**src/rtl/shiftregister_pkg.sv**
```systemverilog
// Shared definitions for the universal shift register.
// Holds the operation-select encodings, the burst FSM state type and a
// helper that tells whether a mode actually moves bits (shift or rotate).
package shiftregister_pkg;

  localparam int MODE_W = 3;

  localparam logic [MODE_W-1:0] MODE_HOLD = 3'd0;
  localparam logic [MODE_W-1:0] MODE_SHR  = 3'd1;
  localparam logic [MODE_W-1:0] MODE_SHL  = 3'd2;
  localparam logic [MODE_W-1:0] MODE_LOAD = 3'd3;
  localparam logic [MODE_W-1:0] MODE_ROR  = 3'd4;
  localparam logic [MODE_W-1:0] MODE_ROL  = 3'd5;

  typedef enum logic {
    ST_IDLE  = 1'b0,
    ST_SHIFT = 1'b1
  } state_e;

  // True for the modes a burst repeats; hold, load and the reserved codes
  // complete a burst immediately without entering SHIFT.
  function automatic logic is_step_mode(input logic [MODE_W-1:0] m);
    return (m == MODE_SHR) || (m == MODE_SHL) ||
           (m == MODE_ROR) || (m == MODE_ROL);
  endfunction

endpackage

```
**src/rtl/shift_step.sv**
```systemverilog
// One step of the shift register datapath, purely combinational.
// Shared by the free-running path and the burst engine.
// Ports:
//   cur_val  - current register contents
//   mode     - operation select (reserved codes hold)
//   sin_right- fill bit entering bit 0 on a right shift
//   sin_left - fill bit entering bit WIDTH-1 on a left shift
//   preset   - parallel load value
//   next_val - register contents after one step
// "Right" moves bit i to bit i+1; "left" moves bit i to bit i-1.
module shift_step
  import shiftregister_pkg::*;
#(
  parameter int WIDTH = 4
) (
  input  logic [WIDTH-1:0]  cur_val,
  input  logic [MODE_W-1:0] mode,
  input  logic              sin_right,
  input  logic              sin_left,
  input  logic [WIDTH-1:0]  preset,
  output logic [WIDTH-1:0]  next_val
);

  always_comb begin
    // NOTE: every combinational output gets a default first so no path can
    // leave it unassigned and infer a latch.
    next_val = cur_val;
    case (mode)
      MODE_SHR:  next_val = {cur_val[WIDTH-2:0], sin_right};
      MODE_SHL:  next_val = {sin_left, cur_val[WIDTH-1:1]};
      MODE_LOAD: next_val = preset;
      MODE_ROR:  next_val = {cur_val[WIDTH-2:0], cur_val[WIDTH-1]};
      MODE_ROL:  next_val = {cur_val[0], cur_val[WIDTH-1:1]};
      default:   next_val = cur_val;
    endcase
  end

endmodule

```
**src/rtl/universal_shift_register.sv**
```systemverilog
// Universal shift register with free-running per-cycle control and a
// counted burst engine.
// Ports:
//   clockpulse       - clock, rising edge
//   clear            - synchronous active-high reset, highest priority
//   mode             - operation select (see shiftregister_pkg)
//   start            - burst request, sampled only in IDLE
//   count            - number of steps for a burst
//   serialInputRight - fill bit for right shifts (enters bit 0)
//   serialInputLeft  - fill bit for left shifts (enters bit WIDTH-1)
//   preset           - parallel load value
//   out / notout     - register contents and their complement
//   serialOutRight   - out[WIDTH-1]
//   serialOutLeft    - out[0]
//   busy             - high while a burst is stepping
//   done             - one-cycle pulse when a burst completes
module universal_shift_register
  import shiftregister_pkg::*;
#(
  parameter int WIDTH       = 4,
  parameter int COUNT_WIDTH = 4
) (
  input  logic                   clockpulse,
  input  logic                   clear,
  input  logic [MODE_W-1:0]      mode,
  input  logic                   start,
  input  logic [COUNT_WIDTH-1:0] count,
  input  logic                   serialInputRight,
  input  logic                   serialInputLeft,
  input  logic [WIDTH-1:0]       preset,
  output logic [WIDTH-1:0]       out,
  output logic [WIDTH-1:0]       notout,
  output logic                   serialOutRight,
  output logic                   serialOutLeft,
  output logic                   busy,
  output logic                   done
);

  state_e                 state_q, state_d;
  logic [WIDTH-1:0]       out_q, out_d;
  logic                   busy_q, busy_d;
  logic                   done_q, done_d;
  logic [MODE_W-1:0]      mode_lat_q, mode_lat_d;
  logic [COUNT_WIDTH-1:0] remaining_q, remaining_d;

  logic [MODE_W-1:0]      step_mode;
  logic [WIDTH-1:0]       step_next;

  // While a burst runs the latched mode drives the datapath; the live mode
  // input is ignored until the FSM is back in IDLE.
  assign step_mode = (state_q == ST_SHIFT) ? mode_lat_q : mode;

  shift_step #(.WIDTH(WIDTH)) u_step (
    .cur_val  (out_q),
    .mode     (step_mode),
    .sin_right(serialInputRight),
    .sin_left (serialInputLeft),
    .preset   (preset),
    .next_val (step_next)
  );

  always_comb begin
    state_d     = state_q;
    out_d       = out_q;
    busy_d      = busy_q;
    done_d      = 1'b0;
    mode_lat_d  = mode_lat_q;
    remaining_d = remaining_q;

    unique case (state_q)
      ST_IDLE: begin
        if (start) begin
          mode_lat_d = mode;
          if (count == '0 || !is_step_mode(mode)) begin
            // Degenerate burst: finishes on the accepting edge. Only a load
            // changes the register here.
            done_d = 1'b1;
            if (mode == MODE_LOAD) out_d = step_next;
          end else begin
            state_d     = ST_SHIFT;
            busy_d      = 1'b1;
            remaining_d = count;
          end
        end else begin
          out_d = step_next;
        end
      end
      ST_SHIFT: begin
        out_d       = step_next;
        remaining_d = remaining_q - COUNT_WIDTH'(1);
        // remaining_q is at least 1 in SHIFT, so the decrement never wraps.
        if (remaining_q == COUNT_WIDTH'(1)) begin
          state_d = ST_IDLE;
          busy_d  = 1'b0;
          done_d  = 1'b1;
        end
      end
      default: state_d = ST_IDLE;
    endcase
  end

  always_ff @(posedge clockpulse) begin
    // NOTE: state registers use non-blocking assignments so every flop
    // samples the pre-edge values, independent of statement order.
    if (clear) begin
      state_q     <= ST_IDLE;
      out_q       <= '0;
      busy_q      <= 1'b0;
      done_q      <= 1'b0;
      mode_lat_q  <= MODE_HOLD;
      remaining_q <= '0;
    end else begin
      state_q     <= state_d;
      out_q       <= out_d;
      busy_q      <= busy_d;
      done_q      <= done_d;
      mode_lat_q  <= mode_lat_d;
      remaining_q <= remaining_d;
    end
  end

  assign out            = out_q;
  assign notout         = ~out_q;
  assign serialOutRight = out_q[WIDTH-1];
  assign serialOutLeft  = out_q[0];
  assign busy           = busy_q;
  assign done           = done_q;

endmodule
```
**config.mk**
```make
export PLATFORM = sky130hd
export DESIGN_NAME = universal_shift_register
export DESIGN_NICKNAME = d
export VERILOG_FILES = /design/src/rtl/shiftregister_pkg.sv /design/src/rtl/shift_step.sv /design/src/rtl/universal_shift_register.sv
export SDC_FILE = /design/constraint.sdc
export NUM_CORES = 1
export LEC_CHECK = 0
export ABC_AREA = 1
export CORE_MARGIN = 5
export CORE_UTILIZATION = 41
export DETAILED_ROUTE_END_ITERATION = 7
export PLACE_DENSITY = 0.74
export SKIP_CTS_REPAIR_TIMING = 1
export SLEW_MARGIN = 10
export SYNTH_ARGS = -nofsm -noshare
export SYNTH_HDL_FRONTEND = slang
export SYNTH_SLANG_ARGS = --single-unit
```
**constraint.sdc**
```tcl
create_clock -name clockpulse -period 1.2 [get_ports clockpulse]
set_input_delay 0.12 -clock clockpulse [delete_from_list [all_inputs] [get_ports clockpulse]]
set_output_delay 0.12 -clock clockpulse [all_outputs]
set_load 0.01 [all_outputs]
```
==> impl_results.md <==
- Dpl cells: ~200
- DRT antenna net count: 0
- Fin Hold WS: about 0.23 ns
- Clock-pin slew on the worst setup and hold paths: roughly 0.09 ns
- CTS sink count: 14
- Vias in the first global route: slightly below 1000
- CP required: around 1.4 ns
- CTS tree: built
- Layout cell share with drive strength beyond 1: 0.306
- Outcome: complete, but fails checks
- Fin. max-slew vios: 0
- Yosys Warn Count: 0
- Critical path type: flip-flop to flip-flop
- Synth top area share: 0.298
- Violated checks: negative setup slack
- Post-Place Cell Area: around 1300 sq um
- H-tree levels: 1
- Drt first pass iters: 4
- Fmax: between 700 and 800 MHz
- P per Cell Area: 1010 nW/um^2
- Reg2reg start: state_q$_SDFF_PP0_
- Initial antenna violation count: 0
- Hold path startpoint: mode[1]
- Via count: 999
- Syn nets: about 160
- First-pass GRT wire length: just under 4 mm
- Hold Path Cell Cnt: 3
- MaxCap Viol Count: 0
- Reg2reg end: out[3]$_SDFFE_PP0P_
- Rel. slew slack: 0.846
- Die ar.: between 3000 and 4000 sq um
- WL final: between 2 and 3 mm
- Die W: between 50 and 60 microns
- CP Capture Type: flip-flop
- Worst Setup SP: state_q$_SDFF_PP0_
- Total GRT Usage: 0.147
- DP HPWL: about 1.9 mm
- Tmin final: between 1 and 1.5 ns
- Critical path launch point type: flip-flop
- Clock latency on the worst-skew pair: roughly 0.28 ns
- Gr ovfl total: 0
- CP arrival: roughly 1.5 ns
- CTS root buffer: clkbuf_4
- Post-synthesis sequential area ratio: 0.298
- Buffers on Ports: 27
- Initial core utilization: 0.425
- N_diodes: 0
- Final Setup Violations: 4
- Design Power: about 1.4 mW
- Largest net degree at the start of global routing: 9
- Crit share post-route: 1.09
- Maximum fanout along the worst path: 8
- Worst R2R Setup Slack: -0.11 ns
- TNS Setup: -0.392 ns
- Clock buffer depth: 2
- Largest cells by area after synthesis: dfxtp_1 30%, nand2_1 12%, inv_1 7.2%, nand3_1 6.9%, nand2_2 6.6%
- WHS Endpoint: mode_lat_q[1]$_SDFFE_PP0P_
- Fin area: 1440 sq um
- Clock skew: ~0.0036 ns
- Avg Cell Area, Syn: approximately 6.6 sq um
- Post-Synthesis Cells: ~140
- Cts bufs inserted: 3
- Leading area contributor after synthesis: dfxtp_1
- Non-Filler Instances: 208
- Wire per inst: 12.3 microns
- Die Y: between 50 and 60 microns
- Ports: 28
- Commonest non-fill, non-tap cell in the layout: nand2_1
- Final hold violations: 0
- Worst-margin pin slew: 0.231 ns
- Drt via density: a little under 5
- Register bit total from synthesis: 14
- Synth unique cells: 24
- Setup WS post-layout: -0.107 ns
- Core Box Area: around 2200 sq um
- DR iter-0 viols: 10
- Routability congestion estimate: about 0.85
- Hold Path Class: input pin to flip-flop
- Most frequent cells in the layout: 25 x nand2_1, 17 x inv_1, 15 x dlymetal6s2s_1
- Leakage: between 0.7 and 0.8 nW
- Netlist area before placement: approximately 940 sq um
- Peak VDD IR: about 750 uV
- Row count: 17
- Detailed-route DRC error count: 0
- R2R cell count: 7
- P&R area growth vs syn: 53.1%
- # nets final: 200
- Unrepaired setup endpoints after global routing: yes
[final cells by class]
cell class | count | area [sq um]
fillers | 194 | 772
clock buffers | 3 | 22.5
repair buffers | 38 | 390
flip-flops and latches | 14 | 289
multi-input cells | 106 | 629
well taps | 28 | 35.0
inverters | 19 | 73.8
[report_power, final]
group | leakage (nW) | switching (mW) | internal [mW]
Clock | 0.0138 | 0.158 | 0.116
Sequential | 0.118 | 0.0486 | 0.520
Combinational | 0.640 | 0.318 | 0.287
Total | 0.772 | 0.525 | 0.923
[logic make-up (layout without fill, tap and decap cells)]
family | Yosys count | in the layout | synth area share
xor+xnor | 1 | 1 | 0.00931
compound gates | 27 | 27 | 0.165
simple gates | 76 | 76 | 0.392
flops | 14 | 14 | 0.298
buf+inv | 23 | 60 | 0.109
fa+ha+maj | 2 | 2 | 0.0266
[worst max-delay path by stage]
stage                                  end  slack (ns)  cells past startpoint
6_report               out[3]$_SDFFE_PP0P_       -0.11                      7
5_1_grt                out[0]$_SDFFE_PP0P_       -0.18                      8
4_1_cts                      serialOutLeft       -0.21                      1
3_5_place_dp   remaining_q[0]$_SDFFE_PP0P_       -0.38                      8
3_3_place_gp   remaining_q[1]$_SDFFE_PP0P_       -0.35                      8
2_1_floorplan          out[3]$_SDFFE_PP0P_        0.02                      9
[worst max-delay path, stage by stage (launching register included)]
cell,delay (ns)
dfxtp_4,0.39
buf_4,0.18
nor2_4,0.13
o31ai_2,0.08
buf_4,0.14
nand2_4,0.12
a21oi_1,0.08
o21a_1,0.10
[registers in the layout, indices dropped and copies added, names as in the netlist]
signal and flops:
busy 1, mode_lat_q 3, remaining_q 4, out 4
done 1, state_q 1
[per-stage QoR]
stage,util,setup WS [ns]
floorplan,-,0.0177
global placement,0.584,-0.354
detailed placement,0.584,-0.379
CTS,0.594,-0.206
global route,0.651,-0.184
finish,0.651,-0.107
[cells in the mapped netlist (all sizes together)]
cell and count:
a21oi 13, a31oi 2, buf 4, dfxtp 14, ha 2, inv 19, nand2 44, nand3 14
nor2 16, nor3 1, o21a 3, o21ai 8, o31ai 1, or2 1, xnor2 1
[routing by layer]
layer,vias to the layer above,share of wire,GRT usage,routed length (microns)
met2,11,0.56,0.263,1430
li1,532,-,-,-
met5,-,0,0,0
met4,0,0.0047,0.0430,12
met3,2,0.022,0.0356,56
met1,454,0.41,0.172,1060
Note: power is estimated with default switching activity, not from simulation.
